### src/rtl/tensor_core_pkg.sv
// Shared types and the result-width reduction for param_tensor_core.
// Define TENSOR_CORE_SATURATE_EN to clamp results; otherwise they wrap.
package tensor_core_pkg;

    typedef enum logic [1:0] {
        MATMUL = 2'b00,
        ADD    = 2'b01,
        RELU   = 2'b10,
        MAC    = 2'b11
    } op_e;

    typedef enum logic [1:0] {
        IDLE,
        COMPUTE,
        DONE
    } state_e;

    localparam int RED_W = 64;

    // Caller keeps only the low data_w bits of the returned value.
    function automatic logic signed [RED_W-1:0] reduce_to_data_w(
        input logic signed [RED_W-1:0] value,
        input int                      data_w
    );
`ifdef TENSOR_CORE_SATURATE_EN
        logic signed [RED_W-1:0] max_v;
        logic signed [RED_W-1:0] min_v;
        max_v = (RED_W'(1) <<< (data_w - 1)) - RED_W'(1);
        min_v = -max_v - RED_W'(1);
        if (value > max_v)
            return max_v;
        else if (value < min_v)
            return min_v;
        else
            return value;
`else
        return (value <<< (RED_W - data_w)) >>> (RED_W - data_w);
`endif
    endfunction

endpackage

### src/rtl/tensor_core_lane.sv
// One result element: dot product, MAC, add or ReLU, reduced to DATA_W.
// Reduction mode follows TENSOR_CORE_SATURATE_EN via the package function.
module tensor_core_lane
    import tensor_core_pkg::*;
#(
    parameter int DIM    = 3,
    parameter int DATA_W = 8,
    parameter int ACC_W  = 2*DATA_W + $clog2(DIM) + 1
) (
    input  logic signed [DATA_W-1:0] a_row [DIM],
    input  logic signed [DATA_W-1:0] b_col [DIM],
    input  logic signed [DATA_W-1:0] a_elem,
    input  logic signed [DATA_W-1:0] b_elem,
    input  logic signed [DATA_W-1:0] acc_elem,
    input  op_e                      op,
    output logic signed [DATA_W-1:0] result
);

    logic signed [2*DATA_W-1:0] prod;
    logic signed [ACC_W-1:0]    dot;
    logic signed [ACC_W-1:0]    value;
    logic signed [RED_W-1:0]    reduced;

    always_comb begin
        prod = '0;
        dot  = '0;
        for (int unsigned k = 0; k < DIM; k++) begin
            prod = (2*DATA_W)'(a_row[k]) * (2*DATA_W)'(b_col[k]);
            dot  = dot + ACC_W'(prod);
        end

        value = dot;
        case (op)
            MATMUL:  value = dot;
            MAC:     value = dot + ACC_W'(acc_elem);
            ADD:     value = ACC_W'(a_elem) + ACC_W'(b_elem);
            RELU:    value = a_elem[DATA_W-1] ? '0 : ACC_W'(a_elem);
            default: value = dot;
        endcase

        reduced = reduce_to_data_w(RED_W'(value), DATA_W);
        result  = reduced[DATA_W-1:0];
    end

endmodule

### src/rtl/param_tensor_core.sv
// Parametrised DIMxDIM tensor core: FSM, operand latches, result bank, LANES lanes.
// Result reduction saturates when TENSOR_CORE_SATURATE_EN is defined, else wraps.
module param_tensor_core
    import tensor_core_pkg::*;
#(
    parameter int DIM    = 3,
    parameter int DATA_W = 8,
    parameter int LANES  = 1
) (
    input  logic                     tensor_core_clock,
    input  logic                     reset_in,
    input  logic                     start,
    input  logic [1:0]               operation_select,
    input  logic signed [DATA_W-1:0] tensor_core_input1 [DIM][DIM],
    input  logic signed [DATA_W-1:0] tensor_core_input2 [DIM][DIM],
    output logic                     busy,
    output logic                     done,
    output logic signed [DATA_W-1:0] tensor_core_output [DIM][DIM]
);

    localparam int ACC_W = 2*DATA_W + $clog2(DIM) + 1;
    localparam int N     = DIM * DIM;
    localparam int IDX_W = $clog2(N + LANES) + 1;
    localparam int RC_W  = $clog2(DIM);

    state_e                   state;
    op_e                      op_q;
    logic [IDX_W-1:0]         idx_q;
    logic signed [DATA_W-1:0] a_q [DIM][DIM];
    logic signed [DATA_W-1:0] b_q [DIM][DIM];

    logic                     lane_valid [LANES];
    logic [RC_W-1:0]          lane_row   [LANES];
    logic [RC_W-1:0]          lane_col   [LANES];
    logic signed [DATA_W-1:0] lane_out   [LANES];

    for (genvar l = 0; l < LANES; l++) begin : g_lane
        logic [IDX_W-1:0]         e;
        logic signed [DATA_W-1:0] a_row [DIM];
        logic signed [DATA_W-1:0] b_col [DIM];

        // Out-of-range lanes are steered to element 0 and masked from writing.
        assign e             = idx_q + IDX_W'(l);
        assign lane_valid[l] = (e < IDX_W'(N));
        assign lane_row[l]   = lane_valid[l] ? RC_W'(e / IDX_W'(DIM)) : '0;
        assign lane_col[l]   = lane_valid[l] ? RC_W'(e % IDX_W'(DIM)) : '0;

        always_comb begin
            for (int unsigned k = 0; k < DIM; k++) begin
                a_row[k] = a_q[lane_row[l]][k];
                b_col[k] = b_q[k][lane_col[l]];
            end
        end

        tensor_core_lane #(
            .DIM    (DIM),
            .DATA_W (DATA_W),
            .ACC_W  (ACC_W)
        ) u_lane (
            .a_row    (a_row),
            .b_col    (b_col),
            .a_elem   (a_q[lane_row[l]][lane_col[l]]),
            .b_elem   (b_q[lane_row[l]][lane_col[l]]),
            .acc_elem (tensor_core_output[lane_row[l]][lane_col[l]]),
            .op       (op_q),
            .result   (lane_out[l])
        );
    end

    always_ff @(posedge tensor_core_clock) begin
        if (reset_in) begin
            state <= IDLE;
            busy  <= 1'b0;
            done  <= 1'b0;
            idx_q <= '0;
            op_q  <= MATMUL;
            for (int unsigned r = 0; r < DIM; r++) begin
                for (int unsigned c = 0; c < DIM; c++) begin
                    a_q[r][c]                <= '0;
                    b_q[r][c]                <= '0;
                    tensor_core_output[r][c] <= '0;
                end
            end
        end else begin
            case (state)
                IDLE: begin
                    done <= 1'b0;
                    if (start) begin
                        a_q   <= tensor_core_input1;
                        b_q   <= tensor_core_input2;
                        op_q  <= op_e'(operation_select);
                        idx_q <= '0;
                        busy  <= 1'b1;
                        state <= COMPUTE;
                    end
                end
                COMPUTE: begin
                    for (int unsigned l = 0; l < LANES; l++) begin
                        if (lane_valid[l])
                            tensor_core_output[lane_row[l]][lane_col[l]] <= lane_out[l];
                    end
                    idx_q <= idx_q + IDX_W'(LANES);
                    if (32'(idx_q) + 32'(LANES) >= 32'(N)) begin
                        state <= DONE;
                        done  <= 1'b1;
                    end
                end
                DONE: begin
                    done  <= 1'b0;
                    busy  <= 1'b0;
                    state <= IDLE;
                end
                default: begin
                    done  <= 1'b0;
                    busy  <= 1'b0;
                    state <= IDLE;
                end
            endcase
        end
    end

endmodule

### config.mk
export PLATFORM = sky130hd
export DESIGN_NAME = param_tensor_core
export DESIGN_NICKNAME = d
export VERILOG_FILES = /design/src/rtl/tensor_core_pkg.sv /design/src/rtl/tensor_core_lane.sv /design/src/rtl/param_tensor_core.sv
export SDC_FILE = /design/constraint.sdc
export NUM_CORES = 1
export LEC_CHECK = 0
export ABC_CLOCK_PERIOD_IN_PS = 14250
export BUFFER_PORTS_ARGS = -buffer_cell sky130_fd_sc_hd__buf_2
export CAP_MARGIN = 30
export CORE_MARGIN = 1.5
export CORE_UTILIZATION = 45
export DETAILED_ROUTE_END_ITERATION = 10
export PLACE_DENSITY = 0.69
export SYNTH_ARGS = -nofsm -noshare
export SYNTH_HDL_FRONTEND = slang
export SYNTH_HIERARCHICAL = 1
export SYNTH_SLANG_ARGS = --single-unit
### constraint.sdc
create_clock -name tensor_core_clock -period 14.25 [get_ports tensor_core_clock]
set_clock_uncertainty 0.05 [all_clocks]
set_input_delay 2.1375 -clock tensor_core_clock [delete_from_list [all_inputs] [get_ports tensor_core_clock]]
set_output_delay 2.1375 -clock tensor_core_clock [all_outputs]
set_load 0.1 [all_outputs]
======== Word level (Yosys, flattened, before mapping) ========
Index checks and enable logic that the tools add are counted.
word-level totals
  register bits after elaboration ......... 227
  output and inout port bits .............. 74
  word-level logic and storage cells ...... 112
cells by class
  add/subtract/negate cells ............... 6
  multiply operators ...................... 3
  div/mod/pow operators ................... 2
  magnitude comparators ................... 6
  equality and inequality tests ........... 6
  multiplexer cells ....................... 43
  bitwise gates (word level) .............. 3
  reduce and logical (&&, ||, !) cells .... 11
operator list
  operator                                                           count
  2-to-1 mux 24 bit                                                  7
  binary-select mux 24 bit (select 2 bit)                            3
  2-to-1 mux 8 bit                                                   13
  binary-select mux 8 bit (select 2 bit)                             6
  bitwise mux 72 bit                                                 1
  demux 24 bit (select 2 bit)                                        1
  adder 8 bit                                                        4
  case mux 8 bit (4 select lines)                                    1
  multiplier 8 x 8 -> 8 bit                                          3
  demux 8 bit (select 2 bit)                                         1
  case mux 5 bit (2 select lines)                                    1
  AND reduction 2 bit                                                5
  2-to-1 mux 2 bit                                                   4
  2-to-1 mux 7 bit                                                   1
  adder 5 x 1 -> 6 bit, second input constant                        1
  greater-or-equal comparator 3 bit, second input constant           2
  greater-or-equal comparator 6 x 4 -> 1 bit, second input constant  1
  < comparator 3 x 1 -> 1 bit, second input constant                 2
  NOT 2 -> 3 bit                                                     2
  adder 5 x 1 -> 5 bit, second input constant                        1
  divider 5 x 2 -> 5 bit, second input constant                      1
  < comparator 5 x 4 -> 1 bit, second input constant                 1
  remainder unit 5 x 2 -> 5 bit, second input constant               1
  2-to-1 mux 5 bit                                                   1
  11 further kinds                                                   16

======== Depth between registers and ports, before layout ========
  depth after elaboration ................. 12
  mapped depth ............................ 47
  mapped depth without buffers ............ 40

======== Modules after synthesis ========
The synthesis kept the hierarchy.
by module, submodules not included
  module             times used  cells each  area each (sq um)  seq. area each (sq um)
  param_tensor_core  1           1,491       11,054.4           4,544.4
  tensor_core_lane   1           453         3,801.1            0.0

======== Worst setup path before layout ========
OpenSTA, ideal clock, no wires.
  kind .................................... reg2reg
  start ................................... register idx_q[3]
  end ..................................... register tensor_core_output[39] in the netlist's numbering
  arrival ................................. 10.139 ns
  required time ........................... 14.129 ns
  path slack .............................. 3.990 ns
  stages on the path, launching flop included .. 43
  period minus slack after synthesis ...... 10.260 ns
  cells stage by stage .................... dfxtp_1 > buf_2 > buf_2 > clkbuf_1 > ha_1 > a21oi_1 > o32a_1 > buf_2 > a2111o_1 > nand2_1 > buf_2 > inv_1 > ha_1 > nor4_1 > nor4_1 > a2111oi_4 > buf_6 > a22oi_1 > [7 not listed] > inv_1 > fa_1 > fa_1 > fa_1 > inv_1 > fa_1 > inv_1 > ha_1 > a21o_1 > a21oi_1 > xnor2_1 > xnor2_1 > xnor3_1 > xnor2_1 > o21ai_1 > buf_2 > nand3_1 > a21oi_1
RTL lines
  element                        line                      source
  start, declared                param_tensor_core.sv:28   logic [IDX_W-1:0] idx_q;
  start signal, assigned         param_tensor_core.sv:102  idx_q <= idx_q + IDX_W'(LANES);
  end signal, assigned by index  param_tensor_core.sv:100  tensor_core_output[lane_row[l]][lane_col[l]] <= lane_out[l];
  end, declared                  param_tensor_core.sv:18   output logic signed [DATA_W-1:0] tensor_core_output [DIM][DIM]

==> metrics <==
Slew Limit Fails 0; Starting Density 45.7%; Rows 66; cts hold-fix bufs 0; largest net degree at the start of global routing 126; Mapped Area 0.0149 sq mm; nets between 2000 and 2500; CTS resizes 0; Reg2Reg Depth 37; status complete, no violations; # Post-CTS Setup Buffers 0; Switching Share 31.0%; hpwl dp 36800 microns; io pins 223; Total Wirelength 50500 microns; Synth Net Count 2220; Final TNS setup 0 ns; ys flop type dfxtp_1; critical path endpoint category flop; Sequential Power Share 38.8%; critical path arrival 12.76 ns; Req. time, crit path 14.69 ns; clk slew on worst S/H paths around 0.060 ns; Final Hold Viols 0; vias in the first global route 13700; Seq cells post-synth 227; hold_ws 0.407 ns; TritonCTS clock tree built; crit start category flop; Num CTS Buffers 26; Worst Path Max Fanout 33; GPL Wtd Cong 0.974; DIE HEIGHT around 180 microns; pwr dens 104 mW/mm^2; die width 185 microns; Psw 0.000554 W; post-synthesis sequential area ratio 30.6%; R2R Path Start idx_q[0]; max cap viols 0; Internal around 0.0012 W; Final ANT Viol Nets 0; global route overflow 0; RSZ-0062 raised after global routing false; die area 0.0341 sq mm; area grow syn2layout 15.2%; first-iteration detailed-routing DRC count between 1500 and 2000; part of the power in combinational logic ~20%; Ys Warns 6; clk_lat worst skew approximately 0.56 ns; Total Routing Usage GR ~29%; initial antenna violation count 0; H-tree depth 1; WHS Endpoint a_q[47]; CP peak stage delay 0.78 ns; Worst path slowest cell a21oi_1; post-synthesis average cell area between 7 and 8 sq um; vias per inst between 5 and 6; fraction of registers with async set/reset 0%; LEAKAGE 7.20 nW; core area 0.0325 sq mm; Synth cell types between 60 and 70; CTS sink cnt 227; hold path start a_q[47]; area leader, netlist dfxtp_1; Slew Limit Headroom between 30% and 40%; Slew @ Worst Pin roughly 1.0 ns; worst hold path type flop to flop; first-pass GRT wire length 77600 microns; routed vias ~15000; CTS Root Cell clkbuf_16; critical path class flop to flop; Peak VDD IR 0.0000809 V; drt first pass iters 6; reg2reg setup slack 1.93 ns; # diodes 0; Post-route DRC 0; final worst-path cycle share between 80% and 90%; # setup viols final 0; Critical R2R Capture tensor_core_output[61]; Synth top area share 30.6%; layout cells sized above 1 15.0%; hold depth 2; number of flops mapped to enable cells by yosys 0; port bufs 222; FMAX 81.1 MHz; DR WL/cell 20.0 microns; Clock power frac 41.2%; Clock Path Buffers 3; Synth area leaders dfxtp_1 (31%), nand2_1 (10%), a21oi_1 (9.2%); minimum clock period 12.32 ns; Post-Synthesis Cells 1944
layer usage:
layer,vias to the layer above,track usage (%),routed length (microns)
li1,6908,-,-
met1,6953,40.6,21500
met2,764,45.6,22700
met3,103,5.04,4710
met4,0,9.17,1600
met5,-,0,0
worst max-delay path, delay by kind of cell, from the launching register on:
family,cells,cell delay [ns]
DFF,1,0.69
and+or+nand+nor,6,1.81
xor gates and xnor gates,2,0.48
adders and majority gates,11,4.76
buffers and inverters,9,1.26
AOI/OAI and AO/OA,9,3.15
power by group through the flow:
| stage | Combinational [W] | Sequential (W) | Clock (W) |
|---|---|---|---|
| after detailed placement | 0.000350 | 0.000705 | 0 |
| after floorplan | 0.000229 | 0.000713 | 0 |
| after global placement | 0.000340 | 0.000705 | 0 |
| after CTS | 0.000351 | 0.000691 | 0.000743 |
| final | 0.000359 | 0.000692 | 0.000735 |
| after global routing | 0.000389 | 0.000694 | 0.000771 |
state kept, by name, indices dropped and copies added (netlist names):
| signal | count |
|---|---|
| a_q | 72 |
| b_q | 72 |
| busy | 1 |
| done | 1 |
| idx_q | 5 |
| op_q | 2 |
| state | 2 |
| tensor_core_output | 72 |
layout by cell type (no fill, tap or decap), drive strengths merged, types with 55 or more instances in the layout:
master	count
inv	125
ha	74
nand2	411
dfxtp	227
o21ai	110
buf	247
a21oi	274
and2	67
nand3	85
xnor2	55
area by class of cell:
type / count / area, sq um
multi-input cells: 1441 / 9250
clock inverters: 11 / 196
clock buffers: 35 / 754
well taps: 442 / 553
flip-flops and latches: 227 / 4540
inverters: 122 / 458
repair buffers: 247 / 1350
fillers: 3153 / 15400
Yosys cell counts, types with 3 or more instances:
| master | number |
|---|---|
| or3_1 | 4 |
| nand3_1 | 85 |
| nor3b_1 | 3 |
| a22o_1 | 8 |
| nand2b_1 | 5 |
| a21oi_1 | 274 |
| o21ai_1 | 21 |
| a2111o_1 | 8 |
| o211ai_1 | 18 |
| xor2_1 | 8 |
| buf_2 | 24 |
| nor2_1 | 37 |
| nand4_1 | 9 |
| buf_6 | 6 |
| nor2b_1 | 9 |
| a21o_1 | 24 |
| nand2_1 | 411 |
| nor3_1 | 13 |
| clkbuf_1 | 114 |
| ha_1 | 74 |
| a22oi_1 | 34 |
| and2_1 | 67 |
| a221oi_1 | 6 |
| o31ai_1 | 11 |
| dfxtp_1 | 227 |
| nand4b_1 | 8 |
| and3_1 | 4 |
| a32oi_1 | 37 |
| a32o_1 | 18 |
| xnor2_1 | 53 |
| o21ai_0 | 88 |
| inv_1 | 122 |
| fa_1 | 53 |
| a31oi_1 | 8 |
| buf_1 | 10 |
per-stage QoR:
stage	worst slack, ns	cell area [sq um]	cells	utilization, %	power (W)
2_1_floorplan	3.99	14900	1944	-	0.000942
3_3_place_gp	2.57	16100	2473	49.4	0.00104
3_5_place_dp	2.18	16100	2478	49.6	0.00105
4_1_cts	2.12	17100	2524	52.5	0.00179
5_1_grt	1.04	17100	2525	52.6	0.00185
6_report	1.93	17100	2525	52.6	0.00179
cells by family after synthesis:
group | Yosys count | synth area share (%)
adders and majority gates | 127 | 13.4
muxes | 5 | 0.514
buffers and inverters | 276 | 7.48
and+or+nand+nor | 668 | 20.1
DFF | 227 | 30.6
xor gates and xnor gates | 64 | 3.97
AOI/OAI and AO/OA | 577 | 24.0
worst max-delay path by stage:
stage / startpoint / endpoint / slack (ns) / cells after the start
finish: idx_q[0] / tensor_core_output[61] / 1.93 / 37
global placement: idx_q[0] / tensor_core_output[39] / 2.57 / 39
floorplan: idx_q[3] / tensor_core_output[39] / 3.99 / 42
CTS: idx_q[0] / tensor_core_output[15] / 2.12 / 39
global route: idx_q[0] / tensor_core_output[15] / 1.04 / 39
detailed placement: idx_q[0] / tensor_core_output[15] / 2.18 / 39
(Power assumes the default switching activity.)
